### src/rtl/rsa256_tx_sender_if.sv
// Port bundle for the RSA256 egress sender: the result-word handshake from
// Rsa256Core plus the Avalon-MM master bus toward the RS232 UART.
interface rsa256_tx_sender_if;
  logic [255:0] i_data;
  logic         i_valid;
  logic         o_ready;
  logic         o_done;
  logic [4:0]   o_avm_address;
  logic         o_avm_read;
  logic         o_avm_write;
  logic [31:0]  o_avm_writedata;
  logic [31:0]  i_avm_readdata;
  logic         i_avm_waitrequest;

  // Sender side: owns the ready/done flags and the Avalon strobes.
  modport master (
    input  i_data, i_valid, i_avm_readdata, i_avm_waitrequest,
    output o_ready, o_done, o_avm_address, o_avm_read, o_avm_write, o_avm_writedata
  );

  // Environment side: producer of the word and the UART slave.
  modport slave (
    output i_data, i_valid, i_avm_readdata, i_avm_waitrequest,
    input  o_ready, o_done, o_avm_address, o_avm_read, o_avm_write, o_avm_writedata
  );
endinterface

### src/rtl/rsa256_tx_sender.sv
// RSA256 egress sender: takes one result word, then for each byte (MSB first)
// polls the UART status register until TX is free and writes the byte to the
// TX data register. Every output comes straight from a flop.
module rsa256_tx_sender #(
  parameter int         NUM_BYTES   = 31,
  parameter logic [4:0] STATUS_ADDR = 5'd8,
  parameter logic [4:0] TX_ADDR     = 5'd4,
  parameter int         TX_OK_BIT   = 6
) (
  input logic              i_clk,
  input logic              i_rst,
  rsa256_tx_sender_if.master bus
);

  localparam int          SW       = 8 * NUM_BYTES;
  localparam logic [5:0]  LAST_CNT = 6'(NUM_BYTES - 1);

  typedef enum logic [1:0] {S_IDLE, S_POLL, S_WRITE, S_DONE} state_t;

  state_t        state_r, state_s;
  logic [SW-1:0] shift_r, shift_s;
  logic [5:0]    cnt_r, cnt_s;

  logic          ready_r, ready_s;
  logic          done_r, done_s;
  logic          read_r, read_s;
  logic          write_r, write_s;
  logic [4:0]    address_r, address_s;
  logic [31:0]   writedata_r, writedata_s;

  // Next-state logic: the shift register only moves when a byte write is accepted.
  always_comb begin
    state_s = state_r;
    shift_s = shift_r;
    cnt_s   = cnt_r;
    case (state_r)
      S_IDLE: begin
        if (bus.i_valid) begin
          shift_s = bus.i_data[SW-1:0];
          cnt_s   = 6'd0;
          state_s = S_POLL;
        end else begin
          state_s = S_IDLE;
        end
      end
      S_POLL: begin
        if (!bus.i_avm_waitrequest) begin
          if (bus.i_avm_readdata[TX_OK_BIT]) begin
            state_s = S_WRITE;
          end else begin
            state_s = S_POLL;
          end
        end else begin
          state_s = S_POLL;
        end
      end
      S_WRITE: begin
        if (!bus.i_avm_waitrequest) begin
          shift_s = shift_r << 4'd8;
          cnt_s   = cnt_r + 6'd1;
          if (cnt_r == LAST_CNT) begin
            state_s = S_DONE;
          end else begin
            state_s = S_POLL;
          end
        end else begin
          state_s = S_WRITE;
        end
      end
      S_DONE: begin
        state_s = S_IDLE;
      end
      default: begin
        state_s = S_IDLE;
      end
    endcase
  end

  // Output decode from the upcoming state so the flops present it next cycle.
  always_comb begin
    ready_s     = 1'b0;
    done_s      = 1'b0;
    read_s      = 1'b0;
    write_s     = 1'b0;
    address_s   = STATUS_ADDR;
    writedata_s = 32'd0;
    case (state_s)
      S_IDLE:  ready_s = 1'b1;
      S_POLL:  read_s  = 1'b1;
      S_WRITE: begin
        write_s     = 1'b1;
        address_s   = TX_ADDR;
        writedata_s = {24'd0, shift_s[SW-1 -: 8]};
      end
      S_DONE:  done_s  = 1'b1;
      default: ready_s = 1'b0;
    endcase
  end

  // State, datapath and output registers; reset wins over everything.
  always_ff @(posedge i_clk) begin
    if (i_rst) begin
      state_r     <= S_IDLE;
      shift_r     <= {SW{1'b0}};
      cnt_r       <= 6'd0;
      ready_r     <= 1'b1;
      done_r      <= 1'b0;
      read_r      <= 1'b0;
      write_r     <= 1'b0;
      address_r   <= STATUS_ADDR;
      writedata_r <= 32'd0;
    end else begin
      state_r     <= state_s;
      shift_r     <= shift_s;
      cnt_r       <= cnt_s;
      ready_r     <= ready_s;
      done_r      <= done_s;
      read_r      <= read_s;
      write_r     <= write_s;
      address_r   <= address_s;
      writedata_r <= writedata_s;
    end
  end

  assign bus.o_ready         = ready_r;
  assign bus.o_done          = done_r;
  assign bus.o_avm_read      = read_r;
  assign bus.o_avm_write     = write_r;
  assign bus.o_avm_address   = address_r;
  assign bus.o_avm_writedata = writedata_r;

endmodule

### src/flat_wrapper.sv
// flat-port wrapper written by rule: the top's interface ports become plain ports
module rsa256_tx_sender_flat 
#(
  parameter int         NUM_BYTES   = 31,
  parameter logic [4:0] STATUS_ADDR = 5'd8,
  parameter logic [4:0] TX_ADDR     = 5'd4,
  parameter int         TX_OK_BIT   = 6
)
  (i_clk, i_rst, bus_i_data, bus_i_valid, bus_i_avm_readdata, bus_i_avm_waitrequest, bus_o_ready, bus_o_done, bus_o_avm_address, bus_o_avm_read, bus_o_avm_write, bus_o_avm_writedata);
  rsa256_tx_sender_if bus_i ();
  input logic i_clk;
  input logic i_rst;
  input wire logic [$bits(bus_i.i_data)-1:0] bus_i_data;
  input wire logic [$bits(bus_i.i_valid)-1:0] bus_i_valid;
  input wire logic [$bits(bus_i.i_avm_readdata)-1:0] bus_i_avm_readdata;
  input wire logic [$bits(bus_i.i_avm_waitrequest)-1:0] bus_i_avm_waitrequest;
  output wire logic [$bits(bus_i.o_ready)-1:0] bus_o_ready;
  output wire logic [$bits(bus_i.o_done)-1:0] bus_o_done;
  output wire logic [$bits(bus_i.o_avm_address)-1:0] bus_o_avm_address;
  output wire logic [$bits(bus_i.o_avm_read)-1:0] bus_o_avm_read;
  output wire logic [$bits(bus_i.o_avm_write)-1:0] bus_o_avm_write;
  output wire logic [$bits(bus_i.o_avm_writedata)-1:0] bus_o_avm_writedata;
  assign bus_i.i_data = bus_i_data;
  assign bus_i.i_valid = bus_i_valid;
  assign bus_i.i_avm_readdata = bus_i_avm_readdata;
  assign bus_i.i_avm_waitrequest = bus_i_avm_waitrequest;
  assign bus_o_ready = bus_i.o_ready;
  assign bus_o_done = bus_i.o_done;
  assign bus_o_avm_address = bus_i.o_avm_address;
  assign bus_o_avm_read = bus_i.o_avm_read;
  assign bus_o_avm_write = bus_i.o_avm_write;
  assign bus_o_avm_writedata = bus_i.o_avm_writedata;
  rsa256_tx_sender #(.NUM_BYTES(NUM_BYTES), .STATUS_ADDR(STATUS_ADDR), .TX_ADDR(TX_ADDR), .TX_OK_BIT(TX_OK_BIT)) u_core (.i_clk(i_clk), .i_rst(i_rst), .bus(bus_i));
endmodule
### config.mk
export PLATFORM = sky130hd
export DESIGN_NAME = rsa256_tx_sender_flat
export DESIGN_NICKNAME = d
export VERILOG_FILES = /design/src/rtl/rsa256_tx_sender_if.sv /design/src/rtl/rsa256_tx_sender.sv /design/src/flat_wrapper.sv
export SDC_FILE = /design/constraint.sdc
export NUM_CORES = 1
export LEC_CHECK = 0
export CAP_MARGIN = 10
export CORE_MARGIN = 4
export CORE_UTILIZATION = 45
export CTS_CLUSTER_DIAMETER = 30
export DETAILED_ROUTE_END_ITERATION = 10
export GPL_TIMING_DRIVEN = 0
export HOLD_SLACK_MARGIN = 0.08
export PLACE_DENSITY_LB_ADDON = 0.08
export RECOVER_POWER = 100
export SYNTH_ARGS = -nofsm -noshare
export SYNTH_HDL_FRONTEND = slang
export SYNTH_SLANG_ARGS = --single-unit
### constraint.sdc
create_clock -name i_clk -period 2.3 [get_ports i_clk]
set_input_delay 0.575 -clock i_clk [delete_from_list [all_inputs] [get_ports i_clk]]
set_output_delay 0.575 -clock i_clk [all_outputs]
set_load 0.01 [all_outputs]
== Word-level counts from Yosys, hierarchy flattened ==
Cells that the tools add are included.
Widths: inputs -> output; s select.

* Add/sub/neg operators: 1
* Equality and inequality tests: 9
* Mux-type cells: 17
* Bitwise gates (word level): 1
* Reduce and logical (&&, ||, !) cells: 5

{| class="wikitable"
|+ Operator list
! kind !! number
|-
| $mux 248 || 2
|-
| $pmux 248 s2 || 1
|-
| $mux 6 || 2
|-
| $pmux 6 s2 || 1
|-
| $eq 2x2->1 const B || 4
|-
| $mux 2 || 4
|-
| $pmux 2 s4 || 1
|-
| $add 6x1->6 const B || 1
|-
| $eq 6x5->1 const B || 1
|-
| $mux 1 || 5
|-
| $eq 2x1->1 const B || 2
|-
| $logic_not 2->1 || 2
|-
| $mux 4 || 1
|-
| $ne 2x2->1 const B || 2
|-
| $reduce_and 3->1 || 1
|-
| $reduce_bool 2->1 || 1
|-
| $reduce_or 2->1 || 1
|-
| $not 1->1 || 1
|}

* Register bits: 297
* Output and inout bits: 41
* Logic and storage cells: 44

== Logic depth before layout (Yosys ltp) ==
Gate-level depths: netlist of the first run.

* Word-level depth: 7
* Depth in mapped cells: 7
* Gate-level depth less buffers: 6

== Least setup slack after synthesis of the first run ==
OpenSTA, ideal clock, no wires.

* Path type: reg2reg
* From: register u_core.cnt_r[0]
* To: register u_core.writedata_r[0] (netlist: u_core.bus.o_avm_writedata[0])
* Setup time: 129 ps
* Arrival time: 1403 ps
* Setup slack: 768 ps
* Stages on the path, launching flop included: 7
* Clock period less this slack: 1532 ps
* Cell sequence: dfxtp_1 inv_1 ha_1 and4bb_2 a32o_1 o211ai_2 nor2_1

* Cells in the longest elaborated chain, start to end: 7

{| class="wikitable"
|+ RTL lines
! item !! line !! source
|-
| from (decl) || rsa256_tx_sender.sv:22 || <nowiki>logic [5:0] cnt_r, cnt_s;</nowiki>
|-
| from (signal assigned) || rsa256_tx_sender.sv:115 || <nowiki>cnt_r <= cnt_s;</nowiki>
|-
| $eq 6x5->1 || rsa256_tx_sender.sv:61 || <nowiki>if (cnt_r == LAST_CNT) begin</nowiki>
|-
| $mux 2 || rsa256_tx_sender.sv:61 ||
|-
| $mux 2 || rsa256_tx_sender.sv:58 || <nowiki>if (!bus.i_avm_waitrequest) begin</nowiki>
|-
| $pmux 2 s4 || rsa256_tx_sender.sv:36 || <nowiki>case (state_r)</nowiki>
|-
| $eq 2x2->1 || rsa256_tx_sender.sv:87 || <nowiki>case (state_s)</nowiki>
|-
| $not 1->1 (no line) || -- ||
|-
| $reduce_or 2->1 (no line) || -- ||
|-
| to (signal assigned) || rsa256_tx_sender.sv:121 || <nowiki>writedata_r <= writedata_s;</nowiki>
|-
| to (decl) || rsa256_tx_sender.sv:29 || <nowiki>logic [31:0] writedata_r, writedata_s;</nowiki>
|}

No other way between the ends.
A chain may end at the register's enable or synchronous reset.

== Worst setup path after layout of the first run ==
* From: register u_core.address_r[2] (netlist: u_core.bus.o_avm_address[2])
* To: output bus_o_avm_address[2]

{| class="wikitable"
|+ RTL lines
! item !! line !! source
|-
| from (decl) || rsa256_tx_sender.sv:28 || <nowiki>logic [4:0] address_r, address_s;</nowiki>
|-
| from (signal assigned) || rsa256_tx_sender.sv:120 || <nowiki>address_r <= address_s;</nowiki>
|-
| to (decl) || flat_wrapper.sv:19 || <nowiki>output wire logic [$bits(bus_i.o_avm_address)-1:0] bus_o_avm_address;</nowiki>
|}

No word-level cell between the ends.

==> run metrics, run 1 <==
outcome=completed; CP required=approximately 1700 ps; Die Ht=160.6 um; htree depth=2; initial antenna violation count=1; Area contributors post-synth=dfxtp_1 (51%), a22oi_1 (17%), a21oi_1 (11%); Comb pwr share=10.2%; Worst path slowest cell=dlygate4sd3_1; final setup vio count=0; net load switching power=3.411 mW; Hold Vio Cnt, Final=0; Non-Filler Instances=1908; CTS max path bufs=3; TritonCTS clock tree=built; Syn Inst Count=about 1200; initial DRC count=615; total power=14.49 mW; Die Wd=160.6 um; Initial Util=46.01%; root buf cell=clkbuf_16; RSZ-0062 raised after global routing=no; Worst-Skew Late Latency=around 550 ps; # rows=55; post-DP HPWL=around 22000 um; GR Overflow Total=0; min Tclk post-route=between 2000 and 2500 ps; PwrDens=between 900 and 1000 nW/um2; # resized after CTS=0; Max-Cap Viols=0; Avg WL per Cell=16.52 um; crit path kind=flip-flop to output port; number of I/O port buffers=265; synth unique cells=30; clock buffer count from CTS=55; largest net degree at the start of global routing=15; worst-path maximum fanout=2; Achievable Freq=473.1 MHz; ant diodes=0; sequential fraction of the synthesis area=51.38%; min-delay worst type=flip-flop to flip-flop; switching share of power=23.53%; critical path launch point type=flip-flop; Critical Path End Type=output port; cell accounting for the most synthesized area=dfxtp_1; leakage power=5.810 nW; Syn Area/Cell=8.726 um2; core area=22780 um2; CP max stage delay=between 500 and 600 ps; Synth Flop Type=dfxtp_1; count of pins over their slew limit=0; Simple-Gate Fraction of Synth Area=between 10% and 20%; FF+latch count, synth=between 200 and 300; first-pass GRT wire length=48670 um; clk sink count=269; crit share post-route=91.90%; Layout area overhead=48.01%; share of cells above drive strength 1=12.73%; multiplexer share of the synthesized area=0%; Seq pwr share=35.4%; IO Pins=333; Clock transition at path regs=40 ps; clock power share=54.5%; antenna-violating nets left=0; Pre-Repair DR Iteration Count=5; worst path bufs/invs=2; routed wire length=31530 um; hold bufs inserted after CTS=0; Synth Area in Compound Gates=30.22%; Critical Path AT=1540 ps; # DRC=0; Max IR drop VDD=669.6 uV; Via density=5.287; adder-cell share of the synthesized area=0.2388%; Yosys warning count=0; worst path cell trace=buf_4 > dlygate4sd3_1; internal power=11.08 mW; GRT Total Usage=between 20% and 30%; # Post-CTS Setup Buffers=0; vias post-DR=10090; placed cells=1805; routability cong.=0.8487; fillers=between 1500 and 2000; layout net count=1843; Post-Synth XOR/XNOR Area=0.3343%; number of synthesized flops with an enable pin=0; worst slew pin tran=approximately 630 ps; Die Area=25790 um2; Cell Area, Synth=10480 um2; Synth top area share=51.38%; number of global-route vias before repair=9952; Max Clock Skew=21.75 ps; worst rel slew slack=roughly 58%; main combinational cell family by area after synthesis=compound AO/OA/AOI/OAI gates; Crit path max-delay family=buffers and inverters; Async S/R FF share, synth=0%
[layer usage]
layer,global-route usage [%],share of wire [%],up-vias
met4,6.492,1.8,2
met5,0,0.025,-
li1,-,-,4993
met3,5.312,7.1,43
met2,38.93,49,337
met1,28.97,43,4713
[cell families (layout without fill, tap and decap cells)]
logic type,after synthesis,after routing
flops,269,269
fa+ha+maj,2,2
buf+inv,146,514
xor+xnor,4,4
other cells,1,27
simple gates,280,280
compound gates,499,499
[power groups by stage]
stage               sequential (mW)  clock [mW]  combinational (mW)
floorplan                      5.16           0               0.787
global placement               5.20           0                1.45
detailed placement             5.21           0                1.47
CTS                            5.12        7.99                1.48
global route                   5.15        8.24                1.61
finish                         5.12        7.90                1.47
[layout make-up]
class                   count  area (um2)  share of cell area [%]
inverters                   6       22.52                  0.1452
well taps                 313       391.6                   2.525
flip-flops and latches    269        5385                   34.72
multi-input cells         812        4423                   28.51
clock inverters            32       337.8                   2.178
clock buffers              71        1568                   10.11
plain buffers             140       730.7                   4.711
repair buffers            265        2653                   17.10
[state kept, by name (all words and copies together), names as in the netlist]
register,cells
u_core.bus.o_ready,1
u_core.state_r,2
u_core.bus.o_done,1
u_core.shift_r,248
u_core.bus.o_avm_writedata,8
u_core.cnt_r,6
u_core.bus.o_avm_read,1
u_core.bus.o_avm_address,2
[worst min-delay path, cell delays in order, from the launching register on]
cell     delay [ps]
dfxtp_1         300
nand2_1          50
a21oi_1          50
[worst paths after layout]
| check | start | cells after the start | end | slack [ps] |
|---|---|---|---|---|
| min reg2reg | u_core.shift_r[78] | 2 | u_core.shift_r[78] | 450 |
| max | u_core.bus.o_avm_address[2] | 2 | bus_o_avm_address[2] | 190 |
| min | u_core.shift_r[78] | 2 | u_core.shift_r[78] | 450 |
| max reg2reg | u_core.cnt_r[0] | 6 | u_core.bus.o_avm_writedata[7] | 330 |
[through the flow]
step | util, % | setup TNS [ps] | hold WS, ps | worst slack, ps | area (um2)
after CTS | 68.17 | 0 | 452.3 | 231.1 | 15530
after floorplan | - | 0 | 436.0 | 767.7 | 10580
final | 68.10 | 0 | 451.2 | 186.4 | 15510
after global routing | 68.10 | 0 | 466.1 | 95.31 | 15510
after global placement | 59.80 | -2325 | 441.4 | -56.54 | 13620
after detailed placement | 59.80 | -8279 | 446.1 | -83.77 | 13620
[Yosys cell counts (2+ instances only)]
cell       count
o2111ai_1      3
nor2_1        29
inv_1          6
ha_1           2
buf_4         32
a222oi_1       2
o2bb2ai_1      2
a21oi_1      239
a22oi_1      241
nor3_1         4
nand2_1      238
a22o_1         6
dfxtp_1      269
clkbuf_1      34
buf_2         74
o21ai_0        3
xor2_1         4
[cells in the final DEF, fill, tap and decap left out, types with 5 or more instances in the layout]
cell type,Yosys,routed
a22o_1,6,6
a21oi_1,239,239
clkbuf_2,0,17
clkbuf_16,0,56
conb_1,1,27
buf_2,74,51
buf_4,32,32
clkdlybuf4s50_1,0,249
nor2_1,29,30
a22oi_1,241,241
dlygate4sd3_1,0,16
clkbuf_8,0,11
clkbuf_1,34,44
clkinv_2,0,13
clkinvlp_4,0,6
nand2_1,238,238
dfxtp_1,269,269
inv_1,6,6
bufinv_16,0,5
No activity file was read; power rests on OpenSTA's default activity.
==> inputs of run 2 (changes only) <==
CORE_UTILIZATION = 50   (was 45)
==> run metrics, run 2 (same netlist as run 1, synthesis figures left out) <==
outcome=completed (unchanged); crit share post-route=92.05% (was 91.90%); Post-DP Area=13570 um2 (was 13620 um2); # resized after CTS=0 (unchanged); GR Overflow Total=0 (unchanged); critical path launch point type=flip-flop (unchanged); clk sink count=269 (unchanged); initial antenna violation count=4 (was 1); Critical Path AT=1540 ps (about the same); Via density=5.598 (was 5.287); crit path kind=flip-flop to output port (unchanged); worst-path maximum fanout=2 (unchanged); count of pins over their slew limit=0 (unchanged); first-pass GRT wire length=50340 um (was 48670 um); root buf cell=clkbuf_16 (unchanged); Clock transition at path regs=50 ps (was 40 ps); Hold Vio Cnt, Final=0 (unchanged); Worst-Skew Late Latency=530 ps (was 550 ps); vias post-DR=10390 (was 10090); worst rel slew slack=59.12% (was 57.97%); leakage power=5.737 nW (was 5.810 nW); most common cell after layout, fill and taps aside=dfxtp_1 (unchanged); design area=15340 um2 (was 15510 um2); PwrDens=926.1 nW/um2 (was 934.5 nW/um2); # rows=52 (was 55); CTS max path bufs=3 (unchanged); final setup vio count=0 (unchanged); routability cong.=0.8377 (was 0.8487); Initial Util=51.30% (was 46.01%); min Tclk post-route=2117 ps (was 2114 ps); Non-Filler Instances=1855 (was 1908); number of global-route vias before repair=10160 (was 9952); antenna-violating nets left=0 (unchanged); GR Util met1=32.67% (was 28.97%); initial DRC count=750 (was 615); # Post-CTS Setup Buffers=0 (unchanged); core area=20430 um2 (was 22780 um2); clock buffer count from CTS=49 (was 55); Max-Cap Viols=0 (unchanged); Most flops, register=u_core.shift_r (unchanged); hold bufs inserted after CTS=0 (unchanged); Avg WL per Cell=17.12 um (was 16.52 um); share of cells above drive strength 1=12.19% (was 12.73%); total power=14.21 mW (was 14.49 mW); worst slew pin tran=611.4 ps (was 630.5 ps); IO Pins=333 (unchanged); Die Area=23340 um2 (was 25790 um2); Most Crowded Layer GR=met2 (unchanged); RSZ-0062 raised after global routing=no (unchanged); most frequent cells in the layout=dfxtp_1 (269), clkdlybuf4s50_1 (250), a22oi_1 (241) (was dfxtp_1 (269), clkdlybuf4s50_1 (249), a22oi_1 (241)); # DRC=0 (unchanged); GRT Total Usage=25.74% (was 22.81%); htree depth=2 (unchanged); min-delay worst type=flip-flop to flip-flop (unchanged); CP required=1730 ps (about the same); Max Clock Skew=14.35 ps (was 21.75 ps); Die Ht=152.8 um (was 160.6 um); post-DP HPWL=22200 um (was 22300 um); placed cells=1762 (was 1805); number of I/O port buffers=265 (unchanged); final setup TNS=0 ps (unchanged); layout net count=1837 (was 1843); largest net degree at the start of global routing=13 (was 15); max reg flops=248 (unchanged); Critical Path End Type=output port (unchanged); Layout area overhead=46.37% (was 48.01%); Die Wd=152.8 um (was 160.6 um); fin util=75.09% (was 68.10%); met3 usage=6.305% (was 5.312%); routed wire length=31750 um (was 31530 um); Max IR drop VDD=596.9 uV (was 669.6 uV); Pre-Repair DR Iteration Count=5 (unchanged); TritonCTS clock tree=built (unchanged); Achievable Freq=472.3 MHz (was 473.1 MHz); grt met2 use=43.73% (was 38.93%)
-- run 2: power by group --
| part | switching, mW | internal (mW) | total [mW] |
|---|---|---|---|
| sequential | 0.159 | 4.96 | 5.12 |
| clock | 2.37 | 5.23 | 7.59 |
| combinational | 0.723 | 0.766 | 1.49 |
| total | 3.25 | 11.0 | 14.2 |
-- run 2: path summary, 6_finish.rpt --
| path | from | to | slack (ps) | cells after the start |
|---|---|---|---|---|
| max reg2reg | u_core.state_r[1] | u_core.shift_r[7] | 290 | 6 |
| min | u_core.shift_r[111] | u_core.shift_r[111] | 450 | 2 |
| min reg2reg | u_core.shift_r[111] | u_core.shift_r[111] | 450 | 2 |
| max | u_core.bus.o_avm_address[2] | bus_o_avm_address[2] | 180 | 2 |
-- run 2: layer usage --
metal	share of wire, %	routed length, um	vias to the layer above
met5	0.050	16	-
met4	2.3	716	4
met3	8.4	2676	56
met2	49	15550	432
met1	40	12790	4925
li1	-	-	4968
-- run 2: metrics by stage --
stage | setup slack, ps | hold slack (ps)
final | 182.9 | 450.5
after global routing | 96.76 | 467.2
after CTS | 225.7 | 452.2
after detailed placement | -117.2 | 446.0
after global placement | -81.22 | 441.4
after floorplan | 767.7 | 436.0
-- run 2: final cells by class --
class | count | area [um2]
sequential | 269 | 5385
fill | 1548 | 5090
multi-input combinational | 812 | 4425
timing repair buffer | 265 | 2653
clock buffer | 67 | 1426
buffer | 140 | 733.2
clock inverter | 24 | 351.6
tap | 270 | 337.8
inverter | 6 | 22.52
antenna | 2 | 5.005
-- run 2: worst max-delay path, stage by stage (launching register included) --
cell and delay [ps]:
dfxtp_1 300, buf_4 120, dlygate4sd3_1 600
